File: config.mk
export PLATFORM = sky130hd
export DESIGN_NAME = s_aes_iter_ctrl
export DESIGN_NICKNAME = d
export VERILOG_FILES = /design/src/rtl/s_aes_iter_ctrl.sv
export SDC_FILE = /design/constraint.sdc
export NUM_CORES = 1
export LEC_CHECK = 0
export BUFFER_PORTS_ARGS = -buffer_cell sky130_fd_sc_hd__clkbuf_2
export CORE_MARGIN = 2
export CORE_UTILIZATION = 47
export DETAILED_ROUTE_END_ITERATION = 8
export HOLD_SLACK_MARGIN = 0.15
export PLACE_DENSITY = 0.73
export SYNTH_ARGS = -nofsm -noshare
export SYNTH_HDL_FRONTEND = slang
export SYNTH_SLANG_ARGS = --single-unit
File: constraint.sdc
create_clock -name clk -period 7.6 [get_ports clk]
set_input_delay 1.14 -clock clk [delete_from_list [all_inputs] [get_ports clk]]
set_output_delay 1.14 -clock clk [all_outputs]
set_load 0.005 [all_outputs]
File: src/rtl/s_aes_iter_ctrl.sv
// Iterative S-AES encrypt/decrypt controller with a shared round datapath.
// Ports: clk, rst (async, active-high); in_valid/in_ready with data_in,
//   key_in and encrypt; out_valid/out_ready with data_out; busy.

// GF(2^4) MixColumns over two 8-bit columns, polynomial x^4+x+1.
// Ports: encrypt selects MC (1) or IMC (0); data_in -> data_out.
module mix_columns (
    input  logic        encrypt,
    input  logic [15:0] data_in,
    output logic [15:0] data_out
);

    function automatic logic [3:0] xt(input logic [3:0] a);
        return {a[2:0], 1'b0} ^ (a[3] ? 4'h3 : 4'h0);
    endfunction

    function automatic logic [3:0] m2(input logic [3:0] a);
        return xt(a);
    endfunction

    function automatic logic [3:0] m4(input logic [3:0] a);
        return xt(xt(a));
    endfunction

    function automatic logic [3:0] m9(input logic [3:0] a);
        return xt(xt(xt(a))) ^ a;
    endfunction

    function automatic logic [7:0] col(input logic enc, input logic [7:0] c);
        logic [3:0] hi;
        logic [3:0] lo;
        hi = c[7:4];
        lo = c[3:0];
        if (enc)
            return {hi ^ m4(lo), m4(hi) ^ lo};
        return {m9(hi) ^ m2(lo), m2(hi) ^ m9(lo)};
    endfunction

    assign data_out = {col(encrypt, data_in[15:8]), col(encrypt, data_in[7:0])};

endmodule

module s_aes_iter_ctrl #(
    parameter int KEY_CACHE = 1
) (
    input  logic        clk,
    input  logic        rst,
    input  logic        in_valid,
    output logic        in_ready,
    input  logic [15:0] data_in,
    input  logic [15:0] key_in,
    input  logic        encrypt,
    output logic        out_valid,
    input  logic        out_ready,
    output logic [15:0] data_out,
    output logic        busy
);

    localparam logic [2:0] S_IDLE = 3'd0;
    localparam logic [2:0] S_KEY1 = 3'd1;
    localparam logic [2:0] S_KEY2 = 3'd2;
    localparam logic [2:0] S_ADD0 = 3'd3;
    localparam logic [2:0] S_RND1 = 3'd4;
    localparam logic [2:0] S_RND2 = 3'd5;
    localparam logic [2:0] S_DONE = 3'd6;

    logic [2:0]  state;
    logic [15:0] st;
    logic [15:0] k0;
    logic [15:0] k1;
    logic [15:0] k2;
    logic        dir;
    logic        cache_valid;

    logic        hit;
    logic [7:0]  w2;
    logic [7:0]  w3;
    logic [7:0]  w4;
    logic [7:0]  w5;
    logic [15:0] mc_in;
    logic [15:0] mc_out;
    logic [15:0] rnd1;
    logic [15:0] rnd2;

    function automatic logic [3:0] ns(input logic [3:0] x);
        logic [3:0] y;
        unique case (x)
            4'h0: y = 4'h9;
            4'h1: y = 4'h4;
            4'h2: y = 4'hA;
            4'h3: y = 4'hB;
            4'h4: y = 4'hD;
            4'h5: y = 4'h1;
            4'h6: y = 4'h8;
            4'h7: y = 4'h5;
            4'h8: y = 4'h6;
            4'h9: y = 4'h2;
            4'hA: y = 4'h0;
            4'hB: y = 4'h3;
            4'hC: y = 4'hC;
            4'hD: y = 4'hE;
            4'hE: y = 4'hF;
            default: y = 4'h7;
        endcase
        return y;
    endfunction

    function automatic logic [3:0] ins(input logic [3:0] x);
        logic [3:0] y;
        unique case (x)
            4'h0: y = 4'hA;
            4'h1: y = 4'h5;
            4'h2: y = 4'h9;
            4'h3: y = 4'hB;
            4'h4: y = 4'h1;
            4'h5: y = 4'h7;
            4'h6: y = 4'h8;
            4'h7: y = 4'hF;
            4'h8: y = 4'h6;
            4'h9: y = 4'h0;
            4'hA: y = 4'h2;
            4'hB: y = 4'h3;
            4'hC: y = 4'hC;
            4'hD: y = 4'h4;
            4'hE: y = 4'hD;
            default: y = 4'hE;
        endcase
        return y;
    endfunction

    function automatic logic [15:0] nsub(input logic [15:0] w);
        return {ns(w[15:12]), ns(w[11:8]), ns(w[7:4]), ns(w[3:0])};
    endfunction

    function automatic logic [15:0] insub(input logic [15:0] w);
        return {ins(w[15:12]), ins(w[11:8]), ins(w[7:4]), ins(w[3:0])};
    endfunction

    function automatic logic [15:0] sr(input logic [15:0] w);
        return {w[15:12], w[3:0], w[7:4], w[11:8]};
    endfunction

    // NS(RotNib(b)): rotate the byte's nibbles, then substitute each.
    function automatic logic [7:0] subrot(input logic [7:0] b);
        return {ns(b[3:0]), ns(b[7:4])};
    endfunction

    assign hit = (KEY_CACHE != 0) && cache_valid && (key_in == k0);

    assign w2 = k0[15:8] ^ 8'h80 ^ subrot(k0[7:0]);
    assign w3 = w2 ^ k0[7:0];
    assign w4 = k1[15:8] ^ 8'h30 ^ subrot(k1[7:0]);
    assign w5 = w4 ^ k1[7:0];

    // Single mix_columns; its direction is the latched dir so the
    // encrypt and decrypt round-1 paths share it.
    assign mc_in = dir ? sr(nsub(st)) : (insub(sr(st)) ^ k1);
    assign rnd1  = dir ? (mc_out ^ k1) : mc_out;
    assign rnd2  = dir ? (sr(nsub(st)) ^ k2) : (insub(sr(st)) ^ k0);

    mix_columns u_mix (
        .encrypt  (dir),
        .data_in  (mc_in),
        .data_out (mc_out)
    );

    always_ff @(posedge clk or posedge rst) begin
        if (rst) begin
            state       <= S_IDLE;
            st          <= 16'h0;
            k0          <= 16'h0;
            k1          <= 16'h0;
            k2          <= 16'h0;
            dir         <= 1'b0;
            cache_valid <= 1'b0;
            data_out    <= 16'h0;
        end else begin
            unique case (state)
                S_IDLE: begin
                    if (in_valid) begin
                        st    <= data_in;
                        k0    <= key_in;
                        dir   <= encrypt;
                        state <= hit ? S_ADD0 : S_KEY1;
                    end
                end
                S_KEY1: begin
                    k1    <= {w2, w3};
                    state <= S_KEY2;
                end
                S_KEY2: begin
                    k2          <= {w4, w5};
                    cache_valid <= 1'b1;
                    state       <= S_ADD0;
                end
                S_ADD0: begin
                    st    <= st ^ (dir ? k0 : k2);
                    state <= S_RND1;
                end
                S_RND1: begin
                    st    <= rnd1;
                    state <= S_RND2;
                end
                S_RND2: begin
                    st       <= rnd2;
                    data_out <= rnd2;
                    state    <= S_DONE;
                end
                S_DONE: begin
                    if (out_ready)
                        state <= S_IDLE;
                end
                default: state <= S_IDLE;
            endcase
        end
    end

    assign in_ready  = (state == S_IDLE);
    assign busy      = (state != S_IDLE);
    assign out_valid = (state == S_DONE);

endmodule

### Word level (Yosys, flattened, before mapping)

Memory sizes are Yosys's and may differ from the RTL's.
Index checks and enable logic that the tools add are counted.

* muxes and demuxes: 27
* reduce and logical (&&, ||, !) cells: 7
* equality and inequality tests: 9
* bitwise gates (word level): 35

Operator list (number)
* $xor A4 B4 Y4: 23
* $mux W16: 5
* $xor A16 B16 Y16: 5
* $pmux W16 S4: 1
* $mux W8: 4
* $xor A8 B8 Y8: 4
* $mux W2: 13
* $pmux W3 S7: 1
* $eq A16 B16 Y1: 1
* $eq A3 B3 Y1 const B: 3
* $eq A3 B2 Y1 const B: 2
* $mux W3: 2
* $reduce_and A2 Y1: 3
* $reduce_bool A4 Y1: 1
* $xor A4 B2 Y4: 1
* $eq A3 B1 Y1 const B: 1
* $logic_not A3 Y1: 1
* $reduce_bool A3 Y1: 1
* $ne A2 B1 Y1 const B: 1
* $ne A2 B2 Y1 const B: 1
* $not A2 Y2: 1
* $logic_and A1 B1 Y1: 1
* $mux W1: 1
* $not A1 Y1: 1

* word-level logic and storage cells: 106
* ROM bits: 1280
* memories kept: 20
* register bits after elaboration: 85
* output and inout port bits: 19

Memory list
* (name not given): words 16, bits a word 4, rd ports 1, clocked after memory_dff 0, wr ports 0, line 110 `unique case (x)`
* (name not given): words 16, bits a word 4, rd ports 1, clocked after memory_dff 0, wr ports 0, line 110
* (name not given): words 16, bits a word 4, rd ports 1, clocked after memory_dff 0, wr ports 0, line 110
* (name not given): words 16, bits a word 4, rd ports 1, clocked after memory_dff 0, wr ports 0, line 110
* (name not given): words 16, bits a word 4, rd ports 1, clocked after memory_dff 0, wr ports 0, line 87 `unique case (x)`
* (name not given): words 16, bits a word 4, rd ports 1, clocked after memory_dff 0, wr ports 0, line 87
* +14 memories

### Logic depth before layout (Yosys ltp)

An unclocked memory read counts as a cell.

* word-level depth: 15
* gate-level depth with buffers: 9
* mapped depth without buffers: 9

### By module

Synthesis repeated with hierarchy kept, for this count alone.

* cells, all modules: 924
* area total of the unflattened synthesis: 7801.2 µm²

Modules (own cells, without submodules)
* s_aes_iter_ctrl: area an instance 7420.9 µm², cells an instance 878, instances 1
* mix_columns: area an instance 380.4 µm², cells an instance 46, instances 1

### Worst setup path after synthesis

No wires, ideal clock.

* kind: input to register
* from: input port key_in[5]
* to: register state[1]
* data arrival time: 2475 ps
* path buffers: 0
* stages on the path: 7
* data required time: 7518 ps
* setup slack: 5043 ps
* path through: xor2_1 -> nor4_1 -> nand4_1 -> or4_1 -> o21bai_1 -> a21oi_1 -> a31oi_1

* cells in the longest elaborated chain, start to end: 5

Ends and longest elaborated chain
* start, declared: line 51 `input logic [15:0] key_in,`
* $eq A16 B16 Y1: line 148 `assign hit = (KEY_CACHE != 0) && cache_valid && (key_in == k0);`
* $logic_and A1 B1 Y1: line 148
* $mux W2: line 184 `state <= hit ? S_ADD0 : S_KEY1;`
* $mux W3: line 180 `if (in_valid) begin`
* $pmux W3 S7: line 178 `unique case (state)`
* end signal, assigned: line 184
* end, declared: line 67 `logic [2:0] state;`

Every way passes these cells. The select of a mux whose other input is x is not followed.
A chain may end at the register's enable or synchronous reset.

### Worst setup path in the final report

* from: register state[0]
* to: register st[2]

* cells in the longest elaborated chain, start to end: 3
* elaborated cells on any way between the ends: 8

Ends and longest elaborated chain
* $eq A3 B3 Y1 (tied with other cells): line 178
* $reduce_bool A4 Y1 (no line) or $ne A2 B2 Y1 (tied branches)
* $reduce_and A2 Y1 (no line)
* end signal, assigned: line 181 `st <= data_in;`
* end signal, assigned: line 197 `st <= st ^ (dir ? k0 : k2);`
* end signal, assigned: line 201 `st <= rnd1;`
* end, declared: line 68 `logic [15:0] st;`

Parallel ways exist; a longest one is shown, timed or not.

==> results.md <==
- Outcome: completed
- CP max FO: 25
- Clock Tree Root: clkbuf_16
- Sinks on the clock net: 85
- Worst path required time: 7.89 ns
- # rows: 46
- Tcrit/Tclk final: 0.435
- # IOs: 56
- Max-cap violations: 0
- HPWL Detailed: 15900 um
- Antenna violations before repair: 0
- WL/cell: between 15 and 20 um
- CTS Buffer Depth: 2
- Worst-case clock skew: 0.00878 ns
- Maximum level of the CTS H-tree: 3
- First-pass GRT wire length: 33300 um
- Yosys cell types: 71
- Fin Setup TNS: 0 ns
- Crit path DAT: 3.59 ns
- Cells after Synth: 866
- Slew @ Worst Pin: around 1.1 ns
- Mapped Nets: approximately 960
- Cts-stage hold buffer count: 0
- Post-route ant nets: 0
- Detailed-route via count: 6316
- Gr usage total: 0.246
- Slew HR: 0.285
- Synth warn: 0
- CP max-delay cell: nor2_2
- P&R area growth vs syn: 7.67%
- Ys flop type: dfrtp_1
- Critical path capture point type: register
- #FFs+latches synth: 85
- Core Region: 0.0159 mm2
- Most common cell after layout, fill and taps aside: nand2_1
- CTS tree: built
- Initial DRC count: 700
- Resize count post-CTS: 0
- PortBufs: 55
- Global route overflow: 0
- Post-synth EDFFs: 0
- Min-delay worst type: reg -> reg
- Unrepaired setup endpoints after global routing: false
- Max incr delay on CP: 0.85 ns
- RePlAce Congestion: 0.959
- Min Tclk post-route: 3.30 ns
- Max frequency: 303 MHz
- Max-slew violations: 0
- Commonest non-fill, non-tap cells in the layout: nand2_1 (128), xnor2_1 (99), dfrtp_1 (84)
- CP cell instances: nand2_1 > o21a_1 > nor2_2 > a222oi_1 > a21oi_1 > a221o_1
- Layout cell share with drive strength beyond 1: 0.140
- Post-CTS setup buffer count: 0
- Clk_lat worst skew: between 0.3 and 0.4 ns
- Mean Syn Cell Area: 8.91 um2
- Reg clk slew, reported paths: around 0.060 ns
- Diodes inserted: 0
- Area post-placement: 0.00800 mm2
- Largest net degree at the start of global routing: 82
- Final setup vio count: 0
- Chip Height: 132 um
- Setup CP Type: reg -> reg
- Design Area, Final: slightly above 0.008 mm2
- TritonCTS buffer count: 9
- Vias per cell: 5.76
- Detailed Routing Iterations Pass 1: 6
- WL final: 21000 um
- Register area share after synthesis: 0.276
- Vias in the first global route: 5965
- Mapped Area: 0.00771 mm2
- Post-route DRC: 0
- CP Launch Type: register
- Die footprint: approximately 0.017 mm2
- Die Wd: roughly 130 um
- Fraction of registers with async set or reset after synthesis: 1.00
- Nets: 971
- Initial Util: 0.484
- Hold Vio Cnt, Final: 0
==> registers in the layout, indices dropped and copies added (netlist names) <==
signal	flops
cache_valid	1
data_out	16
dir	1
k0	16
k1	16
k2	16
st	16
state	3
==> worst paths after layout <==
path | from | endpoint | cells past startpoint | slack (ns)
min reg2reg | data_out[15]$_DFFE_PP0N_ | data_out[15]$_DFFE_PP0N_ | 1 | 0.47
max in group asynchronous | rst | dir$_DFFE_PP0P_ | 3 | 5.68
max reg2reg | state[0]$_DFFE_PP0P_ | st[2]$_DFFE_PP0P_ | 6 | 4.30
min | data_out[15]$_DFFE_PP0N_ | data_out[15]$_DFFE_PP0N_ | 1 | 0.47
max | state[0]$_DFFE_PP0P_ | st[2]$_DFFE_PP0P_ | 6 | 4.30
min in group asynchronous | rst | k0[5]$_DFFE_PP0P_ | 2 | 0.62
==> cell families (layout without fill, tap and decap cells) <==
kind of cell,after synthesis,after routing,synth area share
compound gates,194,194,0.169
flops,85,85,0.276
xor+xnor,159,159,0.197
simple gates,227,227,0.130
fa+ha+maj,56,56,0.0908
mux,49,49,0.0811
buf+inv,96,110,0.0553
==> per-stage QoR <==
stage	hold slack, ns	worst slack (ns)	std cells	utilization
floorplan	0.434	4.27	866	-
global placement	0.456	4.43	1083	0.502
detailed placement	0.457	4.37	1083	0.502
CTS	0.475	4.36	1096	0.521
global route	0.492	3.99	1096	0.521
finish	0.473	4.30	1096	0.521
==> worst max-delay path, delay by kind of cell (launching register included) <==
family / cells / cell delay (ns)
DFF: 1 / 0.83
AOI/OAI and AO/OA: 4 / 0.99
and+or+nand+nor: 2 / 1.41
==> synthesized netlist by cell type (5+ instances only) <==
cell        n  area, um2
nand2_1   128        480
buf_2      11       55.1
nor2_1     37        139
mux2_2     10        113
xnor2_1    99        867
mux4_2      9        203
buf_6       5       56.3
clkbuf_1   36        135
xor2_1     49        429
ha_1       56        701
mux2i_1    28        280
dfrtp_1    85       2130
nand3b_1    6       45.0
nor3_1     18       90.1
nand3_1     6       30.0
a211oi_1    7       52.6
a21oi_1    38        190
inv_1      40        150
nor2b_1     6       37.5
nand2b_1    8       50.1
o21ai_0    62        310
a21o_1      6       45.0
o21ai_1    11       55.1
o22ai_1    15       93.8
==> final cells by class <==
class / count / area [um2]
sequential: 85 / 2130
clock inverter: 2 / 60.1
clock buffer: 11 / 243
tap: 216 / 270
inverter: 40 / 151
timing repair buffer: 57 / 290
fill: 1539 / 7640
multi-input combinational: 685 / 5160
==> layer usage <==
layer  up-vias  wire length, um  GRT usage
met5         -                0          0
li1       2970                -          -
met1      3026             9280      0.342
met2       274             9460      0.378
met3        46             1680     0.0604
met4         0              548     0.0725
Power is not shown: default switching activity piles up to over one toggle a cycle in this logic, so the estimate is an artifact.
